===== config.mk =====
export PLATFORM = sky130hd
export DESIGN_NAME = sha256_arb
export DESIGN_NICKNAME = d
export VERILOG_FILES = /design/src/rtl/sha256_arb.sv
export SDC_FILE = /design/constraint.sdc
export NUM_CORES = 1
export LEC_CHECK = 0
export CAP_MARGIN = 20
export CORE_AREA = 2 2 278 280
export CTS_CLUSTER_DIAMETER = 80
export CTS_CLUSTER_SIZE = 8
export DETAILED_ROUTE_END_ITERATION = 8
export DIE_AREA = 0 0 280 282
export GPL_TIMING_DRIVEN = 1
export PLACE_DENSITY_LB_ADDON = 0.2
export REMOVE_ABC_BUFFERS = 1
export SLEW_MARGIN = 30
export SYNTH_ARGS = -nofsm -noshare
export SYNTH_HDL_FRONTEND = slang
export SYNTH_SLANG_ARGS = --single-unit

===== constraint.sdc =====
create_clock -name clk -period 3.35 [get_ports clk]
set_clock_uncertainty 0.05 [all_clocks]
set_input_delay 0.335 -clock clk [delete_from_list [all_inputs] [get_ports clk]]
set_output_delay 0.335 -clock clk [all_outputs]
set_load 0.1 [all_outputs]

===== src/rtl/sha256_arb.sv =====
// Round-robin arbiter and sequencer sharing one sha256_top core between N_REQ
// message streams; each digest is returned over a ready/valid port with its owner's ID.
module sha256_arb #(
    parameter int N_REQ = 4,
    localparam int ID_W = $clog2(N_REQ)
) (
    input  logic                clk,
    input  logic                reset_n,
    input  logic [N_REQ-1:0]    req_valid,
    input  logic [N_REQ*32-1:0] req_data,
    input  logic [N_REQ-1:0]    req_last,
    input  logic [N_REQ*2-1:0]  req_last_sz,
    output logic [N_REQ-1:0]    req_ready,
    output logic                core_m_valid,
    output logic [31:0]         core_m_data,
    output logic                core_m_last,
    output logic [1:0]          core_m_last_sz,
    input  logic                core_m_ready,
    input  logic                core_s_valid,
    input  logic [255:0]        core_s_data,
    output logic                dig_valid,
    output logic [255:0]        dig_data,
    output logic [ID_W-1:0]     dig_id,
    input  logic                dig_ready,
    output logic                busy,
    output logic [ID_W-1:0]     gnt_id
);

    typedef enum logic [1:0] {
        ST_IDLE,
        ST_FEED,
        ST_WAIT,
        ST_DONE
    } state_e;

    state_e          state_q, state_d;
    logic [ID_W-1:0] gnt_q, gnt_d;
    logic [255:0]    dig_data_q, dig_data_d;
    logic [ID_W-1:0] dig_id_q, dig_id_d;

    logic            arb_hit;
    logic [ID_W-1:0] arb_idx;
    logic [ID_W-1:0] arb_cand;

    // Search starts just past the last grant, so the previous owner ends up last.
    // NOTE: every variable written in an always_comb gets a default first, so no path leaves it unassigned and infers a latch.
    always_comb begin
        arb_hit  = 1'b0;
        arb_idx  = gnt_q;
        arb_cand = gnt_q;
        for (int k = 1; k <= N_REQ; k++) begin
            arb_cand = ID_W'((int'(gnt_q) + k) % N_REQ);
            if (!arb_hit && req_valid[arb_cand]) begin
                arb_hit = 1'b1;
                arb_idx = arb_cand;
            end
        end
    end

    // Locked stream is passed straight through to the core; only valid/ready are gated.
    always_comb begin
        core_m_data    = req_data[32*gnt_q +: 32];
        core_m_last    = req_last[gnt_q];
        core_m_last_sz = req_last_sz[2*gnt_q +: 2];
        core_m_valid   = (state_q == ST_FEED) && req_valid[gnt_q];
        req_ready      = '0;
        if (state_q == ST_FEED) begin
            req_ready[gnt_q] = core_m_ready;
        end
    end

    always_comb begin
        state_d    = state_q;
        gnt_d      = gnt_q;
        dig_data_d = dig_data_q;
        dig_id_d   = dig_id_q;
        case (state_q)
            ST_IDLE: begin
                if (arb_hit) begin
                    gnt_d   = arb_idx;
                    state_d = ST_FEED;
                end
            end
            ST_FEED: begin
                if (core_m_valid && core_m_ready && core_m_last) begin
                    state_d = ST_WAIT;
                end
            end
            ST_WAIT: begin
                if (core_s_valid) begin
                    dig_data_d = core_s_data;
                    dig_id_d   = gnt_q;
                    state_d    = ST_DONE;
                end
            end
            ST_DONE: begin
                if (dig_ready) begin
                    state_d = ST_IDLE;
                end
            end
            default: state_d = ST_IDLE;
        endcase
    end

    // NOTE: registers use non-blocking assignments so every flop updates from the same pre-edge values.
    always_ff @(posedge clk) begin
        if (!reset_n) begin
            state_q    <= ST_IDLE;
            gnt_q      <= ID_W'(N_REQ - 1);
            dig_data_q <= '0;
            dig_id_q   <= '0;
        end else begin
            state_q    <= state_d;
            gnt_q      <= gnt_d;
            dig_data_q <= dig_data_d;
            dig_id_q   <= dig_id_d;
        end
    end

    assign dig_valid = (state_q == ST_DONE);
    assign busy      = (state_q != ST_IDLE);
    assign gnt_id    = gnt_q;
    assign dig_data  = dig_data_q;
    assign dig_id    = dig_id_q;

endmodule

* After elaboration in Yosys (flattened, before gate mapping)
Index checks and enable logic that the tools add are counted. W data, S select, Z words.
Word-level totals: bits in registers 262, bits of input ports 405, output and inout port bits 302, word-level logic and storage cells 68
Cells by class: $add $sub $neg 4, order comparisons 6, eq/ne operators 7, shift operators 2, mux-type cells 28, bitwise operators 1, reduce and logical (&&, ||, !) cells 16
Operator list (number):
- $shiftx A128 B8 Y32 | 1
- $mux W2 | 8
- $lt A2 B3 Y1 const B | 5
- $bmux W1 S2 | 6
- $mux W1 | 11
- $pmux W2 S4 | 1
- $shiftx A8 B4 Y2 | 1
- $logic_and A1 B1 Y1 | 7
- $add A2 B1 Y2 const B | 2
- $add A2 B2 Y2 const B | 2
- $and A4 B4 Y4 | 1
- $eq A2 B2 Y1 const B | 2
- $mux W4 | 1
- $ne A2 B1 Y1 const B | 2
- $ne A2 B2 Y1 const B | 2
- $reduce_and A4 Y1 | 1
- $reduce_bool A4 Y1 | 1
- $logic_not A1 Y1 | 3
- $reduce_and A3 Y1 | 1
- $demux W1 S2 | 1
- $eq A2 B1 Y1 const B | 1
- $ge A2 B1 Y1 const B | 1
- $logic_not A2 Y1 | 1
- $reduce_and A2 Y1 | 1
- $reduce_bool A2 Y1 | 1

* Logic depth before layout (Yosys ltp)
word-level depth 15, depth in mapped cells 10, mapped depth without buffers 7

* Worst setup path before layout
No wires, ideal clock.
kind flip-flop to flip-flop, start point reg gnt_q[0], in the netlist gnt_id[0], end point reg gnt_q[0], in the netlist gnt_id[0], library setup time 0.126 ns, data arrival time 3.031 ns, data required time 3.174 ns, path slack 0.144 ns, stages on the path, launching flop included 11, path buffers 3, period minus slack after synthesis 3.206 ns, cells stage by stage dfxtp_1 > buf_4 > buf_4 > buf_2 > inv_1 > ha_1 > mux4_2 > nor2b_1 > o21ai_0 > xnor2_1 > nand2_1
Between the ends: longest elaborated chain between the ends 14, elaborated cells on any way between the ends 28, those cells by class add/sub (4); mux (16); reduce/logical (8)
RTL lines:
- start, declared | RTL line 37 | logic [ID_W-1:0] gnt_q, gnt_d;
- start signal, assigned | RTL line 109 | gnt_q <= ID_W'(N_REQ - 1);
- start signal, assigned | RTL line 114 | gnt_q <= gnt_d;
- $add A2 B1 Y2 | RTL line 52 | arb_cand = ID_W'((int'(gnt_q) + k) % N_REQ);
- $bmux W1 S2 | RTL line 53 | if (!arb_hit && req_valid[arb_cand]) begin
- $mux W1 (implied by the code) | RTL line 53
- $mux W1 | RTL line 53
- $logic_not A1 Y1 | RTL line 53
- $logic_and A1 B1 Y1 | RTL line 53
- $mux W1 | RTL line 53
- $logic_not A1 Y1 | RTL line 53
- $logic_and A1 B1 Y1 | RTL line 53
- $mux W1 | RTL line 53
- $logic_not A1 Y1 | RTL line 53
- $logic_and A1 B1 Y1 | RTL line 53
- $reduce_bool A4 Y1 (no line) / $mux W1 (equally long branches)
- $reduce_and A3 Y1 (no line)
Parallel ways exist; a longest one is shown, timed or not. The select of a mux whose other input is x is not followed. A chain may end at the register's enable or synchronous reset.

* Worst setup path after layout
start point reg gnt_q[1], in the netlist gnt_id[1], end point out core_m_last_sz[1]
Between the ends: longest elaborated chain between the ends 1
RTL lines:
- $shiftx A8 B4 Y2 | RTL line 64 | core_m_last_sz = req_last_sz[2*gnt_q +: 2];
- end, declared | RTL line 17 | output logic [1:0] core_m_last_sz,
Every way passes these cells.

==> impl_metrics.py <==
metrics = {
    "yosys": {
        "yosysUniqueCellTypes": 32,
        "yosys-top-cells-area": "dfxtp_1 (48%), nand2_1 (18%), a21boi_0 (18%)",
        "syn_area_per_cell_um2": 8.79,
        "synth_seq_area_share_pct": 48.4,
        "netlist_top_cells_count": "nand2_1 (521), dfxtp_1 (262), a21boi_0 (258)",
        "synth_top_area_share_pct": 48.4,
        "ys.flop_type": "dfxtp_1",
        "yosys.area.top_type": "dfxtp_1",
        "ys_warn_count": 0,
        "synth_area_um2": 10800,
        "synth_cells": 1234,
        "yosysMostFrequentCell": "nand2_1",
        "synth_seq_cells": 262,
        "synth-edff-count": 0,
        "async_flop_share_pct": 0,
    },
    "clock_network": {
        "clock_path_buffers": 3,
        "h-tree-depth": 2,
        "clk_latency_ps": 530,
        "cts_resized": 0,
        "clkSinkCount": 262,
        "post_cts_buffers": 0,
        "cts_buffers": 39,
        "cts_tree": "yes",
        "clk_pin_slew_ps": 50,
        "hold_buffers": 0,
        "root_buffer": "clkbuf_16",
    },
    "finish": {
        "finish.utilization_pct": 26.1,
        "layout.nets": 2321,
        "fillers": 8086,
        "drive_above_1_share_pct": 10.7,
        "areaGrowthSynthToFinish_pct": 82.1,
        "instances_no_fill": 2898,
    },
    "setup_path": {
        "cp_data_arrival_time_ps": 2350,
        "end_kind": "primary output",
        "cpPeakStageDelay_ps": 580,
        "slowest_stage": "dfxtp_2",
        "path_class": "register to primary output",
        "crit_fanout": 30,
        "path_cells": "buf_4 -> mux4_2 -> buf_4",
        "worst_path_most_repeated_cell": "buf_4",
        "cp.required_ps": 2960,
        "cp_top_family": "buffers and inverters",
        "path_buf_inv": 2,
        "cp-start-kind": "register",
    },
    "routing": {
        "postRouteWirelength_mm": 51.9,
        "vias_per_cell": 3.80,
        "drtIter0Drc": 380,
        "drc_errors": 0,
        "route.vias.total": 11000,
        "route.antenna.remaining_nets": 0,
        "wl_per_cell_um": 17.9,
        "dr.pass1.iters": 4,
    },
    "timing": {
        "finalMaxSlewViolations": 0,
        "finalCritPeriodShare_pct": 81.5,
        "slew_headroom_pct": 30.3,
        "finalSetupTns_ps": 0,
        "rsz0062_at_grt": "false",
        "fmax_ghz": 0.366,
        "hold_viol": 0,
        "final.min_clock_period_ps": 2730,
        "hold-worst-slack_ps": 239,
        "worst_slack_ps": 620,
        "worst_slew_pin_slew_ps": 1040,
        "setup_viol": 0,
    },
    "global_routing": {
        "track_usage_pct": 12.5,
        "grt_pass1_vias": 11200,
        "antenna_found_initial": 9,
        "grt_pass1_wl_mm": 74.0,
        "overflow": 0,
        "grt_max_degree": 103,
    },
    "floorplan": {
        "fp-row-count": 101,
        "die_w_um": 280,
        "dieArea_um2": 79000,
        "coreArea_um2": 75700,
        "chipHeight_um": 282,
        "ios": 707,
        "start_util_pct": 14.3,
    },
    "placed_design": {
        "port_buffers": 706,
        "post-place-ws_ps": 1000,
        "hpwl_mm": 39.5,
        "finalWeightedCongestion": 0.933,
        "place_inst": 2844,
    },
    "hold_path": {
        "holdCritPathClass": "primary input to register",
    },
    "power": {
        "power_density_nw_per_um2": 727,
        "max-vdd-ir-drop_uv": 448,
        "p_leak_nw": 6.89,
    },
    "run": {
        "drv_cap": 0,
    },
    "status": {
        "outcome": "complete, no violations",
    },
}
-- sequential cells by signal (all words and copies together), names as in the netlist --
register / count
dig_data: 256
dig_id: 2
gnt_id: 2
state_q: 2
-- cells by family (layout without fill, tap and decap cells) --
family | count (synthesis) | count (layout) | synth area share, %
buffers and inverters | 101 | 778 | 3.89
AOI/OAI and AO/OA | 272 | 272 | 18.8
DFF | 262 | 262 | 48.4
xor gates and xnor gates | 1 | 1 | 0.0808
other | 0 | 9 | 0
muxes | 44 | 44 | 8.56
and+or+nand+nor | 545 | 545 | 19.3
adders and majority gates | 9 | 9 | 1.04
-- metal layers --
layer | global-route usage [%] | vias to the layer above | wire length, µm
li1 | - | 5421 | -
met1 | 14.4 | 5138 | 20900
met2 | 20.6 | 384 | 24800
met3 | 5.45 | 76 | 4900
met4 | 4.18 | 2 | 1280
met5 | 0 | - | 13
-- final timing paths --
kind / slack [ps] / depth (start not counted) / endpoint / from
worst max-delay path: 620 / 3 / core_m_last_sz[1] / gnt_id[1]$_SDFFE_PN1P_
worst min-delay path: 240 / 2 / dig_data[10]$_SDFFE_PN0P_ / reset_n
worst max register to register: 1160 / 6 / dig_data[234]$_SDFFE_PN0P_ / state_q[0]$_SDFFE_PN0P_
worst min register to register: 410 / 2 / dig_data[219]$_SDFFE_PN0P_ / dig_data[219]$_SDFFE_PN0P_
-- power by group --
part | internal [mW] | switching, mW
clock network | 2.09 | 1.46
registers | 3.43 | 0.204
logic | 1.92 | 5.25
total | 7.44 | 6.91
-- worst reg2reg max path, stage by stage, from the launching register on --
cell      delay (ps)
dfxtp_1          350
inv_1            140
ha_1             310
and2_4           660
buf_12           350
nand2_1          100
a21boi_0         160
-- through the flow --
step	power, mW	area [µm²]
finish	14.4	19700
global route	15.0	19700
CTS	14.7	19800
detailed placement	10.9	18700
global placement	11.0	18900
floorplan	8.96	10400
-- layout make-up --
cell class	count	area, µm²	area share (%)
clock buffer	42	997	5.05
timing repair buffer	728	7010	35.5
antenna	9	22.5	0.114
clock inverter	3	37.5	0.190
tap	978	1220	6.20
sequential	262	5250	26.6
inverter	5	18.8	0.0950
multi-input combinational	871	5190	26.3
-- layout by cell type, fill, tap and decap left out, types with 5 or more instances in the layout --
cell | synthesis | routed
clkdlybuf4s50_1 | 0 | 611
inv_1 | 5 | 5
a21boi_0 | 258 | 258
buf_4 | 2 | 61
dfxtp_1 | 262 | 260
nor2_1 | 5 | 5
buf_12 | 0 | 10
mux4_2 | 39 | 39
buf_2 | 22 | 45
ha_1 | 9 | 9
nand2_1 | 521 | 520
diode_2 | 0 | 9
mux2i_1 | 5 | 5
clkbuf_16 | 0 | 39
Power figures use the tool's default switching activity.
